### src/rtl/fractal_sync_rf_port_sched.sv
// fractal_sync_rf_port_sched
// Shares the check ports of one 1D local synchronization register file among
// several requesters. Each requester owns a small FIFO of barrier ids. Every
// cycle, up to N_PORTS non-empty FIFO heads are granted round-robin onto the RF
// ports. The RF's same-cycle result flags are registered and sent back to the
// requester that owns each port, one cycle later.

module fractal_sync_rf_port_sched #(
  parameter int unsigned N_REQS     = 4,
  parameter int unsigned N_PORTS    = 2,
  parameter int unsigned ID_WIDTH   = 4,
  parameter int unsigned FIFO_DEPTH = 2
) (
  input  logic                                clk_i,
  input  logic                                rst_ni,
  input  logic [N_REQS-1:0]                   req_valid_i,
  input  logic [N_REQS-1:0][ID_WIDTH-1:0]     req_id_i,
  output logic [N_REQS-1:0]                   req_ready_o,
  output logic [N_REQS-1:0]                   rsp_valid_o,
  output logic [N_REQS-1:0]                   rsp_present_o,
  output logic [N_REQS-1:0]                   rsp_id_err_o,
  output logic [N_REQS-1:0]                   rsp_bypass_o,
  output logic [N_REQS-1:0]                   rsp_ignore_o,
  output logic [N_PORTS-1:0][ID_WIDTH-1:0]    rf_id_o,
  output logic [N_PORTS-1:0]                  rf_check_o,
  input  logic [N_PORTS-1:0]                  rf_present_i,
  input  logic [N_PORTS-1:0]                  rf_id_err_i,
  input  logic [N_PORTS-1:0]                  rf_bypass_i,
  input  logic [N_PORTS-1:0]                  rf_ignore_i
);

  localparam int unsigned RR_W   = (N_REQS > 1) ? $clog2(N_REQS) : 1;
  localparam int unsigned PORT_W = (N_PORTS > 1) ? $clog2(N_PORTS) : 1;
  localparam int unsigned NCNT_W = $clog2(N_PORTS + 1);
  localparam int unsigned PTR_W  = (FIFO_DEPTH > 1) ? $clog2(FIFO_DEPTH) : 1;
  localparam int unsigned CNT_W  = $clog2(FIFO_DEPTH + 1);

  // Parameter sanity, rejected at elaboration.
  if (N_REQS < N_PORTS) begin : g_chk_reqs
    $fatal(1, "fractal_sync_rf_port_sched: N_REQS must be >= N_PORTS");
  end
  if (N_PORTS < 2) begin : g_chk_ports
    $fatal(1, "fractal_sync_rf_port_sched: N_PORTS must be >= 2");
  end
  if (ID_WIDTH < 1) begin : g_chk_id
    $fatal(1, "fractal_sync_rf_port_sched: ID_WIDTH must be > 0");
  end
  if (FIFO_DEPTH < 1) begin : g_chk_depth
    $fatal(1, "fractal_sync_rf_port_sched: FIFO_DEPTH must be >= 1");
  end

  // Per-requester FIFO storage and bookkeeping.
  logic [ID_WIDTH-1:0]                fifo_mem_q [N_REQS][FIFO_DEPTH];
  logic [N_REQS-1:0][PTR_W-1:0]       rd_ptr_q;
  logic [N_REQS-1:0][PTR_W-1:0]       wr_ptr_q;
  logic [N_REQS-1:0][CNT_W-1:0]       count_q;

  logic [N_REQS-1:0]                  full_s;
  logic [N_REQS-1:0]                  empty_s;
  logic [N_REQS-1:0]                  push_s;
  logic [N_REQS-1:0][ID_WIDTH-1:0]    head_id_s;

  // Grant results: which requesters won a port and which port each won.
  logic [N_REQS-1:0]                  grant_s;
  logic [N_REQS-1:0][PORT_W-1:0]      port_sel_s;

  logic [RR_W-1:0]                    rr_q;
  logic [RR_W-1:0]                    rr_next_s;

  // Circular pointer advance that also works for non-power-of-two depths.
  function automatic logic [PTR_W-1:0] ptr_inc(input logic [PTR_W-1:0] ptr);
    logic [PTR_W-1:0] nxt;
    nxt = (ptr == PTR_W'(FIFO_DEPTH - 1)) ? {PTR_W{1'b0}} : (ptr + PTR_W'(1));
    return nxt;
  endfunction

  // Ready depends only on stored occupancy, never on a same-cycle pop.
  assign req_ready_o = ~full_s;

  // FIFO status, head id and accepted pushes.
  always_comb begin
    full_s    = '0;
    empty_s   = '0;
    push_s    = '0;
    head_id_s = '0;
    for (int i = 0; i < N_REQS; i++) begin
      full_s[i]    = (count_q[i] == CNT_W'(FIFO_DEPTH));
      empty_s[i]   = (count_q[i] == {CNT_W{1'b0}});
      head_id_s[i] = fifo_mem_q[i][rd_ptr_q[i]];
      push_s[i]    = req_valid_i[i] & ~full_s[i];
    end
  end

  // Round-robin scan from rr_q: the first N_PORTS non-empty heads take ports 0,1,...
  always_comb begin
    logic [RR_W:0]   sum;
    logic [RR_W:0]   wrapped;
    logic [RR_W-1:0] idx;
    logic [NCNT_W-1:0] n_used;
    sum        = '0;
    wrapped    = '0;
    idx        = '0;
    n_used     = '0;
    grant_s    = '0;
    port_sel_s = '0;
    rf_check_o = '0;
    rf_id_o    = '0;
    rr_next_s  = rr_q;
    for (int k = 0; k < N_REQS; k++) begin
      sum     = {1'b0, rr_q} + (RR_W + 1)'(k);
      wrapped = (sum >= (RR_W + 1)'(N_REQS)) ? (sum - (RR_W + 1)'(N_REQS)) : sum;
      idx     = wrapped[RR_W-1:0];
      if (!empty_s[idx] && (n_used < NCNT_W'(N_PORTS))) begin
        grant_s[idx]                   = 1'b1;
        port_sel_s[idx]                = n_used[PORT_W-1:0];
        rf_check_o[n_used[PORT_W-1:0]] = 1'b1;
        rf_id_o[n_used[PORT_W-1:0]]    = head_id_s[idx];
        rr_next_s = (idx == RR_W'(N_REQS - 1)) ? {RR_W{1'b0}} : (idx + RR_W'(1));
        n_used    = n_used + NCNT_W'(1);
      end else begin
        // Empty FIFO or all ports already taken: this requester waits.
        n_used = n_used;
      end
    end
  end

  // FIFO write on accepted push, read on grant.
  always_ff @(posedge clk_i or negedge rst_ni) begin
    if (!rst_ni) begin
      for (int i = 0; i < N_REQS; i++) begin
        rd_ptr_q[i] <= '0;
        wr_ptr_q[i] <= '0;
        count_q[i]  <= '0;
        for (int d = 0; d < FIFO_DEPTH; d++) begin
          fifo_mem_q[i][d] <= '0;
        end
      end
    end else begin
      for (int i = 0; i < N_REQS; i++) begin
        if (push_s[i]) begin
          fifo_mem_q[i][wr_ptr_q[i]] <= req_id_i[i];
          wr_ptr_q[i]                <= ptr_inc(wr_ptr_q[i]);
        end
        if (grant_s[i]) begin
          rd_ptr_q[i] <= ptr_inc(rd_ptr_q[i]);
        end
        count_q[i] <= count_q[i] + CNT_W'(push_s[i]) - CNT_W'(grant_s[i]);
      end
    end
  end

  // Round-robin pointer moves past the last winner; holds when nothing is granted.
  always_ff @(posedge clk_i or negedge rst_ni) begin
    if (!rst_ni) begin
      rr_q <= '0;
    end else begin
      rr_q <= rr_next_s;
    end
  end

  // Route each port's RF result back to the requester that owned the port.
  always_ff @(posedge clk_i or negedge rst_ni) begin
    if (!rst_ni) begin
      rsp_valid_o   <= '0;
      rsp_present_o <= '0;
      rsp_id_err_o  <= '0;
      rsp_bypass_o  <= '0;
      rsp_ignore_o  <= '0;
    end else begin
      for (int i = 0; i < N_REQS; i++) begin
        rsp_valid_o[i]   <= grant_s[i];
        rsp_present_o[i] <= grant_s[i] & rf_present_i[port_sel_s[i]];
        rsp_id_err_o[i]  <= grant_s[i] & rf_id_err_i[port_sel_s[i]];
        rsp_bypass_o[i]  <= grant_s[i] & rf_bypass_i[port_sel_s[i]];
        rsp_ignore_o[i]  <= grant_s[i] & rf_ignore_i[port_sel_s[i]];
      end
    end
  end

endmodule
### config.mk
export PLATFORM = sky130hd
export DESIGN_NAME = fractal_sync_rf_port_sched
export DESIGN_NICKNAME = d
export VERILOG_FILES = /design/src/rtl/fractal_sync_rf_port_sched.sv
export SDC_FILE = /design/constraint.sdc
export NUM_CORES = 1
export LEC_CHECK = 0
export BUFFER_PORTS_ARGS = -buffer_cell sky130_fd_sc_hd__buf_2
export CAP_MARGIN = 10
export CORE_MARGIN = 2
export CORE_UTILIZATION = 50
export CTS_CLUSTER_DIAMETER = 50
export DETAILED_ROUTE_END_ITERATION = 10
export PLACE_DENSITY = 0.71
export RECOVER_POWER = 100
export SYNTH_ARGS = -nofsm -noshare
export SYNTH_HDL_FRONTEND = slang
export SYNTH_SLANG_ARGS = --single-unit
### constraint.sdc
create_clock -name clk_i -period 5.64 [get_ports clk_i]
set_clock_uncertainty 0.05 [all_clocks]
set_input_delay 0.282 -clock clk_i [delete_from_list [all_inputs] [get_ports clk_i]]
set_output_delay 0.282 -clock clk_i [all_outputs]
set_load 0.02 [all_outputs]
---- Word-level counts from Yosys, hierarchy flattened ----
Cells that the tools add are included.
storage, ports and cells
  output and inout bits ................... 34
  memories ................................ 0
  input port bits ......................... 30
  logic and storage cells ................. 297
  memory bits (read-only) ................. 0
  latch bits .............................. 0
  memory bits (writable) .................. 0
  register bits ........................... 70
operators by class
  bitwise logic cells ..................... 40
  reductions and logical operators ........ 21
  div/mod/pow operators ................... 0
  multipliers ............................. 0
  equal/unequal tests ..................... 9
  add/sub/neg operators ................... 29
  shift-type cells ........................ 0
  order comparisons ....................... 37
  mux-type cells .......................... 135
operator list
  operator               number
  $mux W4                31
  $bwmux W8              7
  $mux W1                53
  $mux W2                17
  $bmux W4 S2            4
  $demux W4 S1           7
  $mux W8                3
  $and A1 B1 Y1          20
  $eq A2 B2 Y1 const B   8
  $ge A2 B2 Y1 const B   8
  $not A1 Y2             8
  $logic_and A1 B1 Y1    14
  $lt A1 B2 Y1 const B   7
  $add A2 B1 Y2 const B  6
  $lt A2 B3 Y1 const B   4
  $or A4 B4 Y4           3
  $ge A3 B3 Y1 const B   3
  $add A1 B1 Y1 const B  8
  $add A2 B1 Y2          4
  $bmux W1 S2            4
  $bwmux W4              2
  $demux W1 S2           4
  $ge A2 B1 Y1 const B   4
  $logic_not A2 Y1       4
  other kinds (16)       38

---- Logic depth before layout (Yosys ltp) ----
  word-level depth ........................ 17
  mapped depth ............................ 18
  mapped depth without buffers ............ 14

---- Least setup slack after synthesis ----
Ideal clock, no wire load.
  path type ............................... register -> register
  from .................................... register rr_q[0]
  to ...................................... register count_q[5] (netlist name)
  setup slack ............................. 1.560 ns
  period minus slack after synthesis ...... 4.080 ns
  setup time .............................. 0.124 ns
  buffers on the path ..................... 3
  arrival ................................. 3.906 ns
  required time ........................... 5.466 ns
  stages on the path, launching flop included .. 18
  cells stage by stage .................... dfrtp_1 > buf_2 > inv_2 > clkbuf_1 > ha_1 > buf_2 > mux4_2 > clkinv_2 > ha_1 > a311oi_4 > o211ai_2 > and3_1 > nand3b_1 > ha_1 > inv_1 > ha_1 > xnor2_1 > xnor2_1
on the way
  cells in the longest elaborated chain, start to end .. 15
  elaborated cells between the ends (all ways) .. 65
  those cells by class .................... 10 x add/sub; 15 x order compare; 27 x mux; 3 x bitwise; 10 x reduce/logical
ends and longest elaborated chain
  item                                              RTL line  RTL
  start, declared                                   67        logic [RR_W-1:0] rr_q;
  start signal, assigned                            157       rr_q <= rr_next_s;
  $add A2 B1 Y3 (tied with other cells)             110       sum = {1'b0, rr_q} + (RR_W + 1)'(k);
  $ge A3 B3 Y1 (tied with other cells)              111       wrapped = (sum >= (RR_W + 1)'(N_REQS)) ? (sum - (RR_W + 1)'(N_REQS)) : sum;
  $mux W2 or $bmux W1 S2 (tied branches)            111, 113
  $bmux W1 S2 or $mux W1 (tied branches)            113       if (!empty_s[idx] && (n_used < NCNT_W'(N_PORTS))) begin
  $mux W1 (implied by the code)                     113
  $logic_not A1 Y1 or $lt A2 B2 Y1 (tied branches)  113
  $logic_and A1 B1 Y1                               113
  $mux W2                                           113
  $lt A2 B2 Y1                                      113
  $logic_and A1 B1 Y1                               113
  $mux W2                                           113
  $lt A2 B2 Y1                                      113
  $logic_and A1 B1 Y1                               113
  $mux W4 *                                         113
  via grant_s[2]                                    64        logic [N_REQS-1:0] grant_s;
  $sub A2 B1 Y2 *                                   147       count_q[i] <= count_q[i] + CNT_W'(push_s[i]) - CNT_W'(grant_s[i]);
  end signal, assigned by index                     147
  end, declared                                     56        logic [N_REQS-1:0][CNT_W-1:0] count_q;
Mark *: on every way through the listed nets, which the timed path passes. The rest lies on a longest branch. The select of a mux whose other input is x is not followed.
A chain may end at the register's enable or synchronous reset.

==> reports/results.env <==
TIMING_WORST_SETUP_PATH_TYPE='reg2out'
INITIAL_UTILIZATION=0.518
SYNTH_COMPOUND_AREA_FRAC=0.133
MAPPEDNETLISTNETS=412
HOLD_PATH.CLASS='in2reg'
DESIGN.DIE.AREA_UM2=9310
MAX-CAP-VIOLATIONS=1
CTS-HOLD-FIX-BUFFERS=0
FIRST_PASS_GRT_WIRE_LENGTH_MM=16.3
ROUTABILITYCONGESTION=0.951
GRT_PASS1_VIAS=3284
POST-ROUTE-MIN-PERIOD_NS=5.01
DRCVIOLATIONCOUNT=0
SYNTH_ASYNC_SR_FLOP_SHARE=1.00
PATH_CLK_SLEW_NS=0.08
CP-START-KIND='flip-flop'
YS_SEQ_AREA_FRAC=0.409
CTS_TREE='yes'
SETUP_TOTAL_NEGATIVE_SLACK_NS=0
INSERTION_DELAY_NS=0.34
RSZ0062_AT_GRT='false'
RUN_STATUS='complete, but fails checks'
GRT_USAGE=0.231
DP_HPWL_MM=7.38
MOST_USED_FLIP_FLOP_CELL_AFTER_SYNTHESIS='sky130_fd_sc_hd__dfrtp_1'
AVGSYNTHCELLAREA_UM2=11.7
DR.FIRST_ITER.DRC_COUNT=318
DETAILEDROUTE.FIRSTPASSITERATIONCOUNT=5
WORSTPATHARRIVAL_NS=4.68
IOPINCOUNT=64
FINALSETUPVIOLATIONS=0
NUMCTSBUFFERS=9
POST_CTS.RESIZED_INSTANCES=0
PORTBUFFERS=63
MAXIMUM_NUMBER_OF_PINS_ON_ONE_NET_BEFORE_GLOBAL_ROUTE_REPAIR=71
SYNTH_TOP_FAMILY_BY_AREA='multiplexers'
CTS_MAX_LEVEL=3
SYN_AREA_UM2=4280
GRT_ANTENNA_BEFORE_REPAIR=0
SYNTHCELLS=367
SYNTH_XOR_XNOR_AREA_SHARE=0.0348
SYNTH_ENABLE_FLOP_CELLS=0
SETUP.REG_TO_REG.WORST_SLACK_NS=0.69
SLEW_VIOLATIONS=71
AREA_GROWTH_SYN_TO_LAYOUT_PCT=14.6
WORST_SLEW_PIN_SLEW_NS=3.65
MAX-SLEW-MARGIN-REL=-1.43
GRT_OVERFLOW_TOTAL=0
TRITONCTS_NUM_SINKS=70
YOSYS.CELL_TYPES.COUNT=49
CTS_ROOT_BUF='sky130_fd_sc_hd__clkbuf_8'
SYNTH-ADDER-AREA-SHARE=0.0439
VIA_PER_INSTANCE_RATIO=6.23
NUM-NETS-FINAL=472
VIAS=3344
PLACEMENT_ROWS=33
SYNTH-SEQ-CELLS=70
FINAL_WL_MM=9.88
SETUP.WORST_PATH.END_CLASS='output port'
CLOCK_TREE.BUFFER_DEPTH=2
CLOCK.FMAX_MHz=200
CTS_SETUP_BUFFERS=0
CHIP_HEIGHT_UM=96.5
FINALHOLDVIOLATIONS=0
DIE_W_UM=96.5
DRIVE_GT1_FRAC=0.280
SYNTH.AREA.MUX_SHARE=0.252
NUM-FILL-CELLS=705
CRIT_FANOUT=13
FINALCRITPERIODSHARE=0.888
VIOLATIONS='max-capacitance violations, max-slew violations'
TIMING.CRITICAL_PATH.REQUIRED_NS=5.31
ANT_NETS=0
SYNTH_SIMPLE_GATE_AREA_SHARE=0.0989
FP.COREAREA_UM2=8260
YOSYSWARNINGCOUNT=0
WL_PER_CELL_UM=18.4
INSERTEDDIODECOUNT=0
[critical path: stages, from the launching register on]
cell	delay, ns
sky130_fd_sc_hd__dfrtp_1	0.66
sky130_fd_sc_hd__inv_1	0.37
sky130_fd_sc_hd__ha_1	0.40
sky130_fd_sc_hd__mux4_2	0.33
sky130_fd_sc_hd__clkinvlp_2	0.33
sky130_fd_sc_hd__ha_1	0.42
sky130_fd_sc_hd__a311oi_4	0.44
sky130_fd_sc_hd__a2bb2oi_1	0.31
sky130_fd_sc_hd__o22ai_1	0.40
sky130_fd_sc_hd__a221oi_1	0.11
sky130_fd_sc_hd__a211oi_1	0.30
sky130_fd_sc_hd__clkbuf_1	0.27
[cells by family after synthesis]
family                     Yosys count
and+or+nand+nor                     84
AOI/OAI and AO/OA                   73
muxes                               80
adders and majority gates           15
xor gates and xnor gates            17
DFF                                 70
buffers and inverters               28
[flip-flops by register name (all words and copies together), names as in the netlist, 4 cells and up]
name,count
rsp_id_err_o,4
rd_ptr_q,4
rsp_valid_o,4
rsp_present_o,4
rsp_bypass_o,4
wr_ptr_q,4
count_q,8
fifo_mem_q,32
rsp_ignore_o,4
[metrics by stage]
step	hold slack (ns)	setup WS, ns	instances	area (µm²)	util
2_1_floorplan	-0.0636	1.56	367	4280	-
3_3_place_gp	0.431	1.32	521	4670	0.566
3_5_place_dp	0.438	1.13	521	4670	0.566
4_1_cts	0.110	0.954	537	4950	0.600
5_1_grt	0.131	0.290	537	4900	0.593
6_report	0.132	0.631	537	4900	0.593
[metal layers]
layer	GRT usage	vias up	share of wire
met5	0	-	0
met4	0.0951	0	0.028
met3	0.0380	20	0.074
met2	0.359	154	0.46
met1	0.322	1653	0.44
li1	-	1517	-
[layout make-up]
type                    count  area (µm²)  share of cell area
multi-input cells         269        2400               0.490
clock buffers              11         151              0.0309
flip-flops and latches     70        1750               0.357
well taps                 105         131              0.0268
inverters                  11        42.5             0.00868
repair buffers             66         293              0.0597
clock inverters             5         129              0.0263
[cell usage in the layout, fill, tap and decap left out, drive strengths merged, types with 3 or more instances in the layout]
master   n
o22ai    4
or2      4
a221oi   4
nor2    22
a22oi    4
nand2   13
xor2     4
ha      15
a32oi    4
a32o     3
clkbuf  45
dfrtp   70
o21ai   11
a22o    19
nand2b   5
xnor2   13
nand3   24
mux2    52
mux4    17
inv      9
and3     5
bufinv   4
o211ai   3
mux2i   11
a21oi    8
buf     32
nor3     3
a211oi   5
[path summary, 6_finish.rpt]
path                        startpoint        endpoint  cells after the start
setup / recovery               rr_q[1]      rf_id_o[0]                     11
hold / removal             req_id_i[0]  fifo_mem_q[24]                      2
setup reg to reg               rr_q[1]      count_q[5]                     14
hold reg to reg            wr_ptr_q[2]     wr_ptr_q[2]                      1
min in group asynchronous       rst_ni  fifo_mem_q[16]                      2
max in group asynchronous       rst_ni      count_q[1]                      2
[cell usage after synthesis, types with 2 or more instances]
cell type / count / share of area
sky130_fd_sc_hd__dfrtp_1: 70 / 0.41
sky130_fd_sc_hd__inv_1: 7 / 0.0061
sky130_fd_sc_hd__buf_2: 7 / 0.0082
sky130_fd_sc_hd__xor2_1: 4 / 0.0082
sky130_fd_sc_hd__ha_1: 15 / 0.044
sky130_fd_sc_hd__o22ai_1: 4 / 0.0058
sky130_fd_sc_hd__a22oi_1: 4 / 0.0070
sky130_fd_sc_hd__or2_1: 4 / 0.0058
sky130_fd_sc_hd__mux2_2: 49 / 0.13
sky130_fd_sc_hd__or3_1: 2 / 0.0029
sky130_fd_sc_hd__nand2b_1: 5 / 0.0073
sky130_fd_sc_hd__mux2i_1: 11 / 0.026
sky130_fd_sc_hd__o211ai_1: 2 / 0.0035
sky130_fd_sc_hd__a2111oi_0: 2 / 0.0041
sky130_fd_sc_hd__mux2_1: 3 / 0.0079
sky130_fd_sc_hd__nor2_1: 20 / 0.018
sky130_fd_sc_hd__mux4_2: 17 / 0.090
sky130_fd_sc_hd__nor2_2: 2 / 0.0029
sky130_fd_sc_hd__xnor2_1: 13 / 0.027
sky130_fd_sc_hd__o21ai_1: 3 / 0.0035
sky130_fd_sc_hd__o21ai_0: 8 / 0.0094
sky130_fd_sc_hd__a32o_1: 3 / 0.0070
sky130_fd_sc_hd__nand3_1: 24 / 0.028
sky130_fd_sc_hd__a21oi_1: 8 / 0.0094
sky130_fd_sc_hd__and3_1: 5 / 0.0073
sky130_fd_sc_hd__a211oi_1: 5 / 0.0088
sky130_fd_sc_hd__clkbuf_1: 9 / 0.0079
sky130_fd_sc_hd__a22o_1: 19 / 0.039
sky130_fd_sc_hd__a32oi_1: 4 / 0.0082
sky130_fd_sc_hd__nor3_1: 3 / 0.0035
sky130_fd_sc_hd__nand2_1: 13 / 0.011
sky130_fd_sc_hd__inv_2: 2 / 0.0018
sky130_fd_sc_hd__a221oi_1: 4 / 0.0082
Power is not shown: default switching activity piles up to over one toggle a cycle in this logic, so the estimate is an artifact.
